[src/rtl/ifu_pkg.sv]
// +-----------------------------------------------------------------+
// | ifu_pkg: shared widths and fill FSM state type for the IFU      |
// | Rev 1.0                                                         |
// +-----------------------------------------------------------------+
`default_nettype none

package ifu_pkg;

   localparam int ADDR_WIDTH     = 32;
   localparam int OFFSET_WIDTH   = 4;
   localparam int TAG_WIDTH      = ADDR_WIDTH - OFFSET_WIDTH;
   localparam int LINE_WIDTH     = 128;
   localparam int WORD_WIDTH     = 32;
   localparam int WORDS_PER_LINE = LINE_WIDTH / WORD_WIDTH;

   localparam logic [15:0] FILL_COUNT_MAX = 16'hFFFF;

   typedef enum logic [1:0] {
      ST_IDLE  = 2'd0,
      ST_FETCH = 2'd1,
      ST_RESP  = 2'd2,
      ST_HOLD  = 2'd3
   } fill_state_e;

endpackage

`default_nettype wire

[src/rtl/ifu_fill_responder.sv]
// +-----------------------------------------------------------------+
// | ifu_fill_responder: fetches a cache line word by word from the  |
// | instruction memory and returns it to the I-cache as one pulse.  |
// | Rev 1.0                                                         |
// +-----------------------------------------------------------------+
`default_nettype none

module ifu_fill_responder
   import ifu_pkg::fill_state_e, ifu_pkg::ST_IDLE, ifu_pkg::ST_FETCH,
          ifu_pkg::ST_RESP, ifu_pkg::ST_HOLD;
#(
   parameter int          ADDR_WIDTH     = ifu_pkg::ADDR_WIDTH,
   parameter int          OFFSET_WIDTH   = ifu_pkg::OFFSET_WIDTH,
   parameter int          TAG_WIDTH      = ADDR_WIDTH - OFFSET_WIDTH,
   parameter int          LINE_WIDTH     = ifu_pkg::LINE_WIDTH,
   parameter int          WORD_WIDTH     = ifu_pkg::WORD_WIDTH,
   parameter logic [15:0] FILL_COUNT_MAX = ifu_pkg::FILL_COUNT_MAX
) (
   input  logic                  Clock,
   input  logic                  Rst,
   input  logic [TAG_WIDTH-1:0]  cache_reqTagIn,
   input  logic                  cache_reqTagValidIn,
   output logic [TAG_WIDTH-1:0]  cache_rspTagOut,
   output logic [LINE_WIDTH-1:0] cache_rspInsLineOut,
   output logic                  cache_rspInsLineValidOut,
   output logic                  imem_rdEnOut,
   output logic [ADDR_WIDTH-1:0] imem_rdAddrOut,
   input  logic [WORD_WIDTH-1:0] imem_rdDataIn,
   output logic                  busyOut,
   output logic [15:0]           debug_fillCount
);

   localparam int WORDS_PER_LINE = LINE_WIDTH / WORD_WIDTH;
   localparam int IDX_W          = $clog2(WORDS_PER_LINE);
   localparam int CNT_W          = IDX_W + 1;
   localparam int BYTE_W         = OFFSET_WIDTH - IDX_W;

   fill_state_e             state_q;
   logic [TAG_WIDTH-1:0]    reqTag_q;
   logic [CNT_W-1:0]        issueCnt_q;
   logic [IDX_W-1:0]        capCnt_q;
   logic                    rdValid_q;
   logic [LINE_WIDTH-1:0]   line_q;
   logic [LINE_WIDTH-1:0]   line_d;
   logic [TAG_WIDTH-1:0]    rspTag_q;
   logic [LINE_WIDTH-1:0]   rspLine_q;
   logic                    rspValid_q;
   logic                    rdEn_q;
   logic [ADDR_WIDTH-1:0]   rdAddr_q;
   logic [15:0]             fillCount_q;

   // Line buffer with the word returning this cycle merged in, so the last
   // word can go straight into the response register.
   always_comb begin
      line_d = line_q;
      line_d[WORD_WIDTH*int'(capCnt_q) +: WORD_WIDTH] = imem_rdDataIn;
   end

   always_ff @(posedge Clock or posedge Rst) begin
      if (Rst) begin
         state_q     <= ST_IDLE;
         reqTag_q    <= '0;
         issueCnt_q  <= '0;
         capCnt_q    <= '0;
         rdValid_q   <= 1'b0;
         line_q      <= '0;
         rspTag_q    <= '0;
         rspLine_q   <= '0;
         rspValid_q  <= 1'b0;
         rdEn_q      <= 1'b0;
         rdAddr_q    <= '0;
         fillCount_q <= '0;
      end else begin
         rdValid_q  <= rdEn_q;
         rspValid_q <= 1'b0;
         case (state_q)
            ST_IDLE: begin
               rdEn_q <= 1'b0;
               if (cache_reqTagValidIn) begin
                  // Word 0 is issued on this edge so reads occupy FETCH cycles 1..N.
                  reqTag_q   <= cache_reqTagIn;
                  capCnt_q   <= '0;
                  issueCnt_q <= CNT_W'(1);
                  rdEn_q     <= 1'b1;
                  rdAddr_q   <= {cache_reqTagIn, {IDX_W{1'b0}}, {BYTE_W{1'b0}}};
                  state_q    <= ST_FETCH;
               end
            end
            ST_FETCH: begin
               if (issueCnt_q < CNT_W'(WORDS_PER_LINE)) begin
                  rdEn_q     <= 1'b1;
                  rdAddr_q   <= {reqTag_q, issueCnt_q[IDX_W-1:0], {BYTE_W{1'b0}}};
                  issueCnt_q <= issueCnt_q + CNT_W'(1);
               end else begin
                  rdEn_q <= 1'b0;
               end
               if (rdValid_q) begin
                  line_q   <= line_d;
                  capCnt_q <= capCnt_q + IDX_W'(1);
                  if (capCnt_q == IDX_W'(WORDS_PER_LINE - 1)) begin
                     rspValid_q <= 1'b1;
                     rspTag_q   <= reqTag_q;
                     rspLine_q  <= line_d;
                     state_q    <= ST_RESP;
                  end
               end
            end
            ST_RESP: begin
               rdEn_q <= 1'b0;
               if (fillCount_q != FILL_COUNT_MAX) begin
                  fillCount_q <= fillCount_q + 16'd1;
               end
               state_q <= ST_HOLD;
            end
            default: begin
               rdEn_q  <= 1'b0;
               state_q <= ST_IDLE;
            end
         endcase
      end
   end

   assign cache_rspTagOut          = rspTag_q;
   assign cache_rspInsLineOut      = rspLine_q;
   assign cache_rspInsLineValidOut = rspValid_q;
   assign imem_rdEnOut             = rdEn_q;
   assign imem_rdAddrOut           = rdAddr_q;
   assign busyOut                  = (state_q != ST_IDLE);
   assign debug_fillCount          = fillCount_q;

endmodule

`default_nettype wire

[config.mk]
export PLATFORM = sky130hd
export DESIGN_NAME = ifu_fill_responder
export DESIGN_NICKNAME = d
export VERILOG_FILES = /design/src/rtl/ifu_pkg.sv /design/src/rtl/ifu_fill_responder.sv
export SDC_FILE = /design/constraint.sdc
export NUM_CORES = 1
export LEC_CHECK = 0
export BUFFER_PORTS_ARGS = -buffer_cell sky130_fd_sc_hd__buf_2
export CORE_MARGIN = 4
export CORE_UTILIZATION = 35
export CTS_CLUSTER_DIAMETER = 200
export DETAILED_ROUTE_END_ITERATION = 8
export PLACE_DENSITY = 0.58
export SETUP_SLACK_MARGIN = 0.05
export SLEW_MARGIN = 30
export SYNTH_ARGS = -nofsm -noshare
export SYNTH_HDL_FRONTEND = slang
export SYNTH_SLANG_ARGS = --single-unit
[constraint.sdc]
create_clock -name Clock -period 18 [get_ports Clock]
set_input_delay 1.8 -clock Clock [delete_from_list [all_inputs] [get_ports Clock]]
set_output_delay 1.8 -clock Clock [all_outputs]
set_load 0.03 [all_outputs]
Word-level counts from Yosys, hierarchy flattened
Cells that the tools add are included.

word-level totals
  flip-flop bits (word level) = 370
  output and inout bits = 207
  word-level logic and storage cells = 57

cells by class
  add/subtract/negate cells = 4
  $lt $le $gt $ge = 1
  equality and inequality tests = 8
  shift operators = 2
  muxes and demuxes = 20
  reduce and logical (&&, ||, !) cells = 10

operators with widths
  kind                                                                       number
  128-bit bitwise mux                                                        1
  32-bit by 33-bit variable shift with 128-bit output, first input constant  1
  32-bit by 33-bit indexed part select with 128-bit output                   1
  32-bit 2-to-1 mux                                                          2
  32-bit one-hot mux with 2 select lines                                     1
  7-bit negator with 33-bit output                                           1
  16-bit by 1-bit adder with 16-bit output, second input constant            1
  16-bit != test, second input constant                                      1
  3-bit AND reduction                                                        4
  2-bit 2-to-1 mux                                                           5
  2-bit != test, second input constant                                       4
  3-bit 2-to-1 mux                                                           2
  2-bit one-hot mux with 3 select lines                                      1
  3-bit one-hot mux with 2 select lines                                      1
  2-bit AND reduction                                                        3
  1-bit 2-to-1 mux                                                           5
  2-bit equality test, second input constant                                 2
  2-bit one-hot mux with 2 select lines                                      1
  2-bit nonzero test                                                         2
  3-bit by 1-bit adder with 3-bit output, second input constant              1
  3-bit less-than comparator, second input constant                          1
  2-bit by 1-bit adder with 2-bit output, second input constant              1
  2-bit by 1-bit equality test with 1-bit output, second input constant      1
  2-bit zero test                                                            1
  1-bit one-hot mux with 2 select lines                                      1

Longest topological paths before layout
Gate-level depths: netlist of run 1.

  depth in word-level cells = 4
  depth in mapped cells = 9

Least setup slack after synthesis of run 1
OpenSTA, ideal clock, no wires.

  kind = input -> register
  from = input port cache_reqTagValidIn
  to = register rdAddr_q[31] (netlist: imem_rdAddrOut[31])
  arrival time = 2.668 ns
  setup slack = 15.204 ns
  cell stages on the path = 5
  buffers on the path = 2
  path through = mux2i_1 -> a21o_1 -> buf_2 -> buf_2 -> o21ai_0

between the ends
  word-level cells in the longest chain between the ends = 2

ends and longest elaborated chain
  item                                  line                      text
  start: declaration                    ifu_fill_responder.sv:22  input logic cache_reqTagValidIn,
  2-bit != test (no source line)        -
  3-bit AND reduction (no source line)  -
  end signal: assignment                ifu_fill_responder.sv:85  rdAddr_q <= {cache_reqTagIn, {IDX_W{1'b0}}, {BYTE_W{1'b0}}};
  end signal: assignment                ifu_fill_responder.sv:92  rdAddr_q <= {reqTag_q, issueCnt_q[IDX_W-1:0], {BYTE_W{1'b0}}};
  end: declaration                      ifu_fill_responder.sv:49  logic [ADDR_WIDTH-1:0] rdAddr_q;

No other way between the ends.
A chain may end at the register's enable or synchronous reset.

Worst setup path after layout of run 1
  from = register state_q[1]
  to = register rspLine_q[112] (netlist: cache_rspInsLineOut[112])

between the ends
  word-level cells in the longest chain between the ends = 2

ends and longest elaborated chain
  item                                            line                       text
  start: declaration                              ifu_fill_responder.sv:38   fill_state_e state_q;
  start signal: assignment                        ifu_fill_responder.sv:61   state_q <= ST_IDLE;
  start signal: assignment                        ifu_fill_responder.sv:86   state_q <= ST_FETCH;
  start signal: assignment                        ifu_fill_responder.sv:104  state_q <= ST_RESP;
  2-bit by 1-bit equality test with 1-bit output  ifu_fill_responder.sv:76   case (state_q)
  3-bit AND reduction (no source line)            -
  end signal: assignment                          ifu_fill_responder.sv:103  rspLine_q <= line_d;
  end: declaration                                ifu_fill_responder.sv:46   logic [LINE_WIDTH-1:0] rspLine_q;

No other way between the ends.

==> results.toml, run 1 <==
[outcome]
status = "complete, no violations"

[power_and_ir_drop]
clkPwrFrac_pct = 29.0
p_int_mw = 1.66
power_mw = 2.66
switching_share_pct = 37.5
p_per_area_nw_per_um2 = 160
ir_worst_vdd_mv = 0.0822
p_comb_share_pct = 31.0
p_leak_nw = 8.48
switching_power_mw = 0.996
seq_power_share_pct = 40.1

[clocking]
cts_hold_buffers = 0
cts_root_buffer = "clkbuf_16"
cts_buffers = 39
numClockSinks = 336
cts_htree_levels = 2
clk-insertion-delay-late_ns = 0.54
post_cts_resized = 0
path_clk_slew_ns = 0.05
post_cts_buffers = 0
cts_tree = "yes"
cts_buffer_depth = 3

[floorplan]
die_y_microns = 205
rows = 72
fp.dieW_microns = 205
coreArea_sq_um = 38600
dieArea_sq_um = 42200
start_util_pct = 35.4
ios = 270

[worst_setup_path]
cp.required_ns = 18.41
critPathBufInv = 5
path_delay_family = "buffers and inverters"
arrival_ns = 4.02
path_max_fanout = 83
path_cells = "inv_1 > ha_2 > buf_4 > nand3_4 > buf_4 > buf_4 > nor3_4 > buf_4 > a32o_1"
crit_slowest_cell = "buf_4"
worstSetupPathType = "flop to flop"
critPathLaunchType = "flop"
r2r_setup_slack_ns = 14.39
crit_path_end_kind = "flop"
crit_top_cell = "buf_4"
crit_path_max_incr_delay_ns = 0.86

[drt]
drtAntennaViolNets = 0
drtIter0Drc = 711
vias = 10300
met2_length_microns = 18000
top_layer = "met5"
wl_microns = 39900
wl_met3_microns = 3650
wl_met1_microns = 17500
drt-vias-per-instance = 5.27
drcViolationCount = 0
routedWlPerCell_microns = 20.5
firstDrtPassIters = 5

[sta]
period_share_pct = 20.0
drv_slew = 0
setup_ws_ns = 14.39
fin_crit_ns = 3.61
setup_violations = 0
max_freq_mhz = 277
relSlewSlack_pct = 32.8
fin_tns_setup_ns = 0
grt_setup_unrepaired = "false"
clock-skew-final_ns = 0.0218
finalHoldViolCount = 0
worst_pin_slew_ns = 1.01
fin_hold_ws_ns = 0.375

[synthesis]
synth_top_area_cell = "dfrtp_1"
yosysUniqueCellTypes = 40
async_flop_share_pct = 100
synth.top_cell.area_share_pct = 61.7
synth-main-ff-cell = "dfrtp_1"
yosys-top-cells-area = "dfrtp_1 (62%), a22o_1 (8.2%), a221oi_1 (6.1%)"
syn-mean-instance-area_sq_um = 11.4
ys_top_cells_by_count = "dfrtp_1 (336), nor2_1 (202), a22o_1 (128)"
synth_edf_count = 0
synth.most_common_cell = "dfrtp_1"
yosysSeqAreaShare_pct = 61.7
netlist_instances = 1201
ys_seq_elements = 336
syn-cell-area_sq_um = 13600
yosys_warnings = 0

[final_layout]
area_growth_pct = 21.5
design_area_sq_um = 16600
layout.nets = 1476
drive_above_1_share_pct = 26.9

[run]
maxCapViolCount = 0

[global_route]
first_global_vias = 10400
gr-usage-all-layers_pct = 18.7
grt_pass1_wl_microns = 62300
grt_start_max_net_pins = 128
overflow = 0
antenna_found_initial = 6

[placement]
postPlaceCellArea_sq_um = 15300
hpwlAfterDp_microns = 24400
pre_cts_ws_ns = 13.81
portBuffers = 267
routabilityCongestion = 0.784

[worst_hold_path]
hold_class = "flop to flop"
power groups by stage:
stage | Combinational, mW | Sequential, mW | Clock [mW]
final | 0.822 | 1.06 | 0.769
after detailed placement | 0.832 | 1.08 | 0
after CTS | 0.833 | 1.07 | 0.794
after floorplan | 0.369 | 1.26 | 0
after global routing | 0.898 | 1.09 | 0.825
after global placement | 0.820 | 1.07 | 0
flip-flops by register name (all words and copies together) (netlist names), 3 cells and up:
register and count:
cache_rspTagOut 28, issueCnt_q 3, line_q 96, reqTag_q 28
debug_fillCount 16, imem_rdAddrOut 30, cache_rspInsLineOut 128
cell families (layout without fill, tap and decap cells):
kind of cell / count (synthesis) / after routing / synth area share, %
other: 1 / 3 / 0.0275
multiplexers: 59 / 59 / 4.61
buffers and inverters: 137 / 363 / 4.41
XOR/XNOR: 9 / 9 / 0.578
AND/OR/NAND/NOR: 369 / 369 / 11.1
AO/OA/AOI/OAI: 279 / 279 / 16.6
flip-flops: 336 / 336 / 61.7
adder cells (fa/ha/maj): 11 / 11 / 1.01
layout make-up:
type	count	area [sq um]
fillers	3758	22000
inverters	13	63.8
diodes	1	2.50
well taps	518	648
flip-flops and latches	336	8410
repair buffers	283	1500
clock inverters	7	67.6
clock buffers	60	1180
multi-input cells	729	4690
placed cells by master (no fill, tap or decap), types with 3 or more instances in the layout:
master     count
nand2_1      126
clkinv_2       4
inv_1         10
buf_4         12
nand3_2        3
mux2_2        30
a221oi_1      95
a22o_1       128
ha_1          10
mux2i_1       29
o21ai_0       35
nand4_1        9
buf_2        267
clkbuf_8       8
and4_1         6
clkbuf_16     41
xnor2_1        9
clkbuf_1      11
a21oi_1       10
nand3_1        6
nor2_1       201
dfrtp_1      336
path summary, 6_finish.rpt:
check                             start                        to  depth (start not counted)
max                          state_q[1]  cache_rspInsLineOut[112]                          9
min                        imem_rdEnOut                 rdValid_q                          0
max reg2reg                  state_q[1]  cache_rspInsLineOut[112]                          9
min reg2reg                imem_rdEnOut                 rdValid_q                          0
max in group asynchronous           Rst  cache_rspInsLineOut[125]                          4
min in group asynchronous           Rst   cache_rspInsLineOut[98]                          2
layer usage:
layer / GRT usage (%) / vias to the layer above
met5: 0 / -
met4: 4.59 / 8
met3: 6.21 / 56
met2: 29.0 / 371
met1: 25.6 / 5170
li1: - / 4663
stage by stage:
stage | util [%] | instances
2_1_floorplan | - | 1202
3_3_place_gp | 39.6 | 1877
3_5_place_dp | 39.6 | 1877
4_1_cts | 42.8 | 1944
5_1_grt | 43.0 | 1946
6_report | 43.0 | 1947
Note: power is estimated with default switching activity, not from simulation.
==> run 2: changes to the inputs <==
--- a/config.mk
+++ b/config.mk
@@ -5,12 +5,13 @@
 export SDC_FILE = /design/constraint.sdc
 export NUM_CORES = 1
 export LEC_CHECK = 0
+export ABC_AREA = 1
 export BUFFER_PORTS_ARGS = -buffer_cell sky130_fd_sc_hd__buf_2
 export CORE_MARGIN = 4
 export CORE_UTILIZATION = 35
 export CTS_CLUSTER_DIAMETER = 200
 export DETAILED_ROUTE_END_ITERATION = 8
-export PLACE_DENSITY = 0.58
+export PLACE_DENSITY = 0.57
 export SETUP_SLACK_MARGIN = 0.05
 export SLEW_MARGIN = 30
 export SYNTH_ARGS = -nofsm -noshare
==> constraint.sdc (replaced) <==
create_clock -name Clock -period 3.55 [get_ports Clock]
set_input_delay 0.355 -clock Clock [delete_from_list [all_inputs] [get_ports Clock]]
set_output_delay 0.355 -clock Clock [all_outputs]
set_load 0.03 [all_outputs]
==> run 2 against run 1 <==
Die area up 8.1%. Critical path type unchanged. Flip-flop and latch count unchanged. Routed wire length up 6.2%. Hold slack worse by 0.34 ns. Core utilization up 0.10 points. Largest power group is now combinational logic. Power rose to 6.3 times the previous value. Largest cell class unchanged. Non-clock buffer count up 19.
==> results.toml, run 2 <==
[global_route]
antenna_found_initial = 2
grt_pass1_wl_microns = 68000
overflow = 0
grt_start_max_net_pins = 158
first_global_vias = 12300
gr-usage-all-layers_pct = 18.5

[sta]
clock-skew-final_ns = 0.0161
drv_slew = 0
period_share_pct = 72.6
fin_crit_ns = 2.58
setup_violations = 0
relSlewSlack_pct = 46.2
finalHoldViolCount = 0
worst_pin_slew_ns = 0.806
fin_hold_ws_ns = 0.0383
max_freq_mhz = 388
grt_setup_unrepaired = "false"

[floorplan]
start_util_pct = 35.3
die_y_microns = 214
dieArea_sq_um = 45600
rows = 75
coreArea_sq_um = 41900
ios = 270
fp.dieW_microns = 214

[synthesis]
synth_edf_count = 0
yosysSeqAreaShare_pct = 56.9
synth-main-ff-cell = "dfrtp_1"
yosys_warnings = 0
muxShareOfSynthArea_pct = 0
syn-cell-area_sq_um = 14800
synth_xor_xnor_area_share_pct = 0.237
yosysUniqueCellTypes = 28
ys_top_cells_by_count = "nand2_1 (840), dfrtp_1 (336), inv_1 (160)"
synth_top_family_by_area = "simple AND/OR/NAND/NOR gates"
synth_fa_ha_area_share_pct = 0.931
synth.most_common_cell = "nand2_1"
synth.top_cell.area_share_pct = 56.9
synth_top_area_cell = "dfrtp_1"
async_flop_share_pct = 100
netlist_instances = 1836
synth_compound_gate_area_share_pct = 8.79
yosys-top-cells-area = "dfrtp_1 (57%), nand2_1 (21%), inv_1 (4.1%)"
syn-mean-instance-area_sq_um = 8.05
ys_seq_elements = 336
yosys.area_share.simple_pct = 25.8

[worst_setup_path]
crit_path_max_incr_delay_ns = 0.41
worst_r2r_path_depth = 8
critPathLaunchType = "flop"
crit_slowest_cell = "dfrtp_1"
r2r_start = "state_q[1]"
arrival_ns = 3.00
path_delay_family = "buffers and inverters"
cp.required_ns = 3.98
path_max_fanout = 33
critPathBufInv = 4
worstSetupPathType = "flop to flop"
startpoint = "state_q[1]"
path_cells = "inv_1 > ha_1 > buf_4 > inv_2 > o21ai_2 > nand2_2 > buf_4 > o31ai_1"
r2r_end = "imem_rdAddrOut[7]"
crit_path_end_kind = "flop"
r2r_setup_slack_ns = 0.97
crit_top_cell = "buf_4"

[drt]
wl_microns = 42300
routedWlPerCell_microns = 16.0
drcViolationCount = 0
drtAntennaViolNets = 0
drtIter0Drc = 889
vias = 12500
firstDrtPassIters = 5
drt-vias-per-instance = 4.71

[clocking]
cts_buffers = 39
cts_root_buffer = "clkbuf_16"
cts_buffer_depth = 3
path_clk_slew_ns = 0.06
clk-insertion-delay-late_ns = 0.54
numClockSinks = 336
cts_tree = "yes"
cts_htree_levels = 2
post_cts_buffers = 0

[worst_hold_path]
hold-path-endpoint = "reqTag_q[19]"
hold_class = "primary input to flop"
holdPathStages = 3
hold_start = "cache_reqTagIn[19]"

[placement]
portBuffers = 267
hpwlAfterDp_microns = 27300
routabilityCongestion = 0.807
dp.cells = 2563

[final_layout]
drive_above_1_share_pct = 17.3
layout_commonest_cell = "nand2_1"
layout_common_cells = "nand2_1 (839), dfrtp_1 (336), buf_2 (267), inv_1 (159), nor2_1 (111)"
instances_no_fill = 2646
area_growth_pct = 21.9
largest_register_ffs = 128
layout.nets = 2152

[power_and_ir_drop]
ir_worst_vdd_mv = 0.389
p_leak_nw = 8.96
p_per_area_nw_per_um2 = 936

[run]
maxCapViolCount = 0

[outcome]
status = "complete, no violations"
run 2: changes by cell type in the layout (fill, tap and decap cells not counted), moves of 30 or more:
cell	before	now
a221oi_1	95	0
a22o_1	128	0
inv_1	10	159
mux2_2	30	0
nand2_1	126	839
nor2_1	201	111
o21ai_0	35	99
o22ai_1	0	80
run 2: worst min-delay path, delay by kind of cell:
kind	cells	cell delay (ns)
buf+inv	1	0.09
simple gates	2	0.09
run 2: power breakdown:
part / total [mW] / internal, mW / switching (mW) / leakage (nW)
Sequential: 6.15 / 5.32 / 0.829 / 3.97
Clock: 4.08 / 2.48 / 1.60 / 0.634
Combinational: 6.63 / 1.91 / 4.73 / 4.37
run 2: how the worst max path moves through the flow:
stage,slack [ns],to,cells after the start
floorplan,-1.30,cache_rspInsLineOut[0],1
global placement,0.96,cache_rspInsLineOut[58],8
detailed placement,0.84,cache_rspInsLineOut[62],8
CTS,0.82,cache_rspTagOut[11],8
global route,0.70,imem_rdAddrOut[9],8
finish,0.97,imem_rdAddrOut[7],8
run 2: area by class of cell:
| cell class | instances | area, sq um |
|---|---|---|
| Inverter | 165 | 633 |
| Clock buffer | 60 | 1170 |
| Tap cell | 539 | 674 |
| Fill cell | 4186 | 23800 |
| Timing Repair Buffer | 302 | 1690 |
| Antenna cell | 1 | 2.50 |
| Multi-Input combinational cell | 1234 | 5320 |
| Sequential cell | 336 | 8410 |
| Clock inverter | 9 | 129 |
run 2: cells by family after synthesis:
kind of cell / Yosys count
simple gates: 996
flops: 336
buf+inv: 267
compound gates: 221
fa+ha+maj: 11
xor+xnor: 4
other cells: 1
run 2: through the flow:
step	setup TNS (ns)	worst slack (ns)	power [mW]	cell area [sq um]	utilization [%]
final	0	0.974	16.9	18000	43.1
after global routing	0	0.701	18.1	18000	43.1
after CTS	0	0.817	17.1	18000	43.1
after detailed placement	0	0.836	12.9	16600	39.6
after global placement	0	0.964	12.8	16600	39.6
after floorplan	-435.32	-1.30	10.8	14800	-
run 2: metal layers:
metal  global-route usage (%)  wire length, microns  up-vias
li1                         -                     -     6186
met1                     26.4                 19800     5865
met2                     28.3                 18600      353
met3                     5.12                  3260       55
met4                     4.52                   728        2
met5                        0                    13        -
run 2: what timing repair did:
| item | in CTS | in global routing |
|---|---|---|
| hold buffers | 13 | 0 |
| gates resized for setup | 0 | 0 |
| endpoints found under the hold margin | 23 | 0 |
==> run 3: changes to the inputs <==
--- a/config.mk
+++ b/config.mk
@@ -5,13 +5,13 @@
 export SDC_FILE = /design/constraint.sdc
 export NUM_CORES = 1
 export LEC_CHECK = 0
-export ABC_AREA = 1
+export ABC_AREA = 0
 export BUFFER_PORTS_ARGS = -buffer_cell sky130_fd_sc_hd__buf_2
 export CORE_MARGIN = 4
 export CORE_UTILIZATION = 35
 export CTS_CLUSTER_DIAMETER = 200
 export DETAILED_ROUTE_END_ITERATION = 8
-export PLACE_DENSITY = 0.57
+export PLACE_DENSITY = 0.6
 export SETUP_SLACK_MARGIN = 0.05
 export SLEW_MARGIN = 30
 export SYNTH_ARGS = -nofsm -noshare
==> constraint.sdc (replaced) <==
create_clock -name Clock -period 2.35 [get_ports Clock]
set_input_delay 0.235 -clock Clock [delete_from_list [all_inputs] [get_ports Clock]]
set_output_delay 0.235 -clock Clock [all_outputs]
set_load 0.03 [all_outputs]
==> run 3 against run 2 <==
Clock skew grew 0.00098 ns. Fmax grew 26%. Global-route usage shrank 0.097 points. Sequential power grew 32%. Combinational power shrank 1%. Critical path type unchanged.
==> results.toml, run 3 (same netlist as run 1, synthesis figures left out) <==
[sta]
period_share_pct = 87.2
worst_pin_slew_ns = 0.571
grt_setup_unrepaired = "false"
setup_ws_ns = 0.300
fin_tns_setup_ns = 0
clock-skew-final_ns = 0.0171
relSlewSlack_pct = 61.8
max_freq_mhz = 488
fin_crit_ns = 2.05
drv_slew = 0
finalHoldViolCount = 0
setup_violations = 0

[final_layout]
layout_commonest_cell = "dfrtp_1"
drive_above_1_share_pct = 27.5
n_antenna_cell = 0
layout_common_cells = "dfrtp_1 (336), buf_2 (267), nor2_1 (201), a22o_1 (128), nand2_1 (126)"
largest_register_ffs = 128
design_area_sq_um = 17200
area_growth_pct = 25.8
layout.nets = 1528
postLayoutCoreUtil_pct = 44.5

[worst_setup_path]
critPathLaunchType = "flop"
crit_path_max_incr_delay_ns = 0.43
worstSetupPathType = "flop to flop"
crit_slowest_cell = "a221oi_1"
path_max_fanout = 88
arrival_ns = 2.46
crit_path_end_kind = "flop"
path_cells = "inv_1 > ha_2 > nand3_4 > buf_12 > a221oi_1 > nor2_1"
cp.required_ns = 2.76

[clocking]
cts_root_buffer = "clkbuf_16"
path_clk_slew_ns = 0.06
cts_htree_levels = 2
cts_tree = "yes"
clk-insertion-delay-late_ns = 0.54
numClockSinks = 336
cts_buffer_depth = 3
cts_buffers = 38

[global_route]
antenna_found_initial = 2
grt_pass1_wl_microns = 61800
grt_start_max_net_pins = 101
gr-usage-all-layers_pct = 18.4
first_global_vias = 10400
overflow = 0

[placement]
portBuffers = 267
routabilityCongestion = 0.781
hpwlAfterDp_microns = 25500
postPlaceCellArea_sq_um = 15600
pre_cts_ws_ns = 0.153

[floorplan]
fp.dieW_microns = 205
die_y_microns = 205
coreArea_sq_um = 38600
start_util_pct = 35.4
rows = 72
dieArea_sq_um = 42200
ios = 270

[power_and_ir_drop]
ir_worst_vdd_mv = 0.823
p_per_area_nw_per_um2 = 1200
p_leak_nw = 8.76

[drt]
drt-vias-per-instance = 5.24
vias = 10500
routedWlPerCell_microns = 19.9
drtAntennaViolNets = 0
drtIter0Drc = 616
firstDrtPassIters = 5
wl_microns = 39700
drcViolationCount = 0

[outcome]
status = "complete, no violations"

[worst_hold_path]
hold_class = "primary input to flop"

[run]
maxCapViolCount = 0
==> run 3: cell types whose count changed in the layout (fill, tap and decap cells not counted), moves of 30 or more <==
cell / before / now
nor2_1: 111 / 201
nand2_1: 839 / 126
a22o_1: 0 / 128
mux2_2: 0 / 30
o21ai_0: 99 / 35
inv_1: 159 / 10
a221oi_1: 0 / 95
o22ai_1: 80 / 0
==> run 3: metal layers <==
layer	GRT usage (%)	vias up	part of all wire, %
met3	4.71	63	7.8
met4	5.57	4	2.3
met2	28.6	355	46
met1	25.7	5265	44
li1	-	4778	-
met5	0	-	0.045
==> run 3: stage by stage <==
| step | instances | hold slack [ns] | total power [mW] |
|---|---|---|---|
| final | 1999 | 0.0594 | 20.6 |
| after global routing | 1999 | 0.0434 | 21.8 |
| after CTS | 1998 | 0.0192 | 20.8 |
| after detailed placement | 1902 | 0.273 | 14.8 |
| after global placement | 1902 | 0.273 | 14.6 |
| after floorplan | 1202 | 0.375 | 12.5 |
==> run 3: area by class of cell <==
class / count / area [sq um]
clock buffers: 60 / 1150
fillers: 3682 / 21400
repair buffers: 335 / 2090
multi-input cells: 730 / 4710
clock inverters: 7 / 88.8
well taps: 518 / 648
inverters: 13 / 55.1
flip-flops and latches: 336 / 8410
==> run 3: final timing paths <==
check                                  start                        to  slack, ns  cells past startpoint
max                               state_q[1]   cache_rspInsLineOut[68]       0.30                      6
min                        imem_rdDataIn[21]  cache_rspInsLineOut[117]       0.06                      2
max reg2reg                       state_q[1]   cache_rspInsLineOut[68]       0.30                      6
min reg2reg                     imem_rdEnOut                 rdValid_q       0.37                      0
max in group asynchronous                Rst                line_q[94]       1.22                      5
min in group asynchronous                Rst       debug_fillCount[15]       0.26                      3
==> run 3: repair_timing <==
action / CTS / global route
gates resized for setup: 0 / 1
hold buffers: 29 / 0
hold endpoints to repair: 54 / 0
endpoints found under the setup margin: 0 / 5
buffers inserted: 0 / 0
==> run 3: worst max-delay path: cells and delay by family, from the launching register on <==
| kind | cells | cell delay [ns] |
|---|---|---|
| fa+ha+maj | 1 | 0.38 |
| flops | 1 | 0.40 |
| buf+inv | 2 | 0.39 |
| simple gates | 2 | 0.30 |
| compound gates | 1 | 0.43 |
==> run 3: power by group <==
| part | leakage (nW) | switching (mW) | internal (mW) | total (mW) |
|---|---|---|---|---|
| combinational | 3.62 | 4.39 | 2.15 | 6.54 |
| sequential | 4.52 | 0.937 | 7.20 | 8.14 |
| clock | 0.614 | 2.31 | 3.58 | 5.89 |
| total | 8.76 | 7.64 | 12.9 | 20.6 |
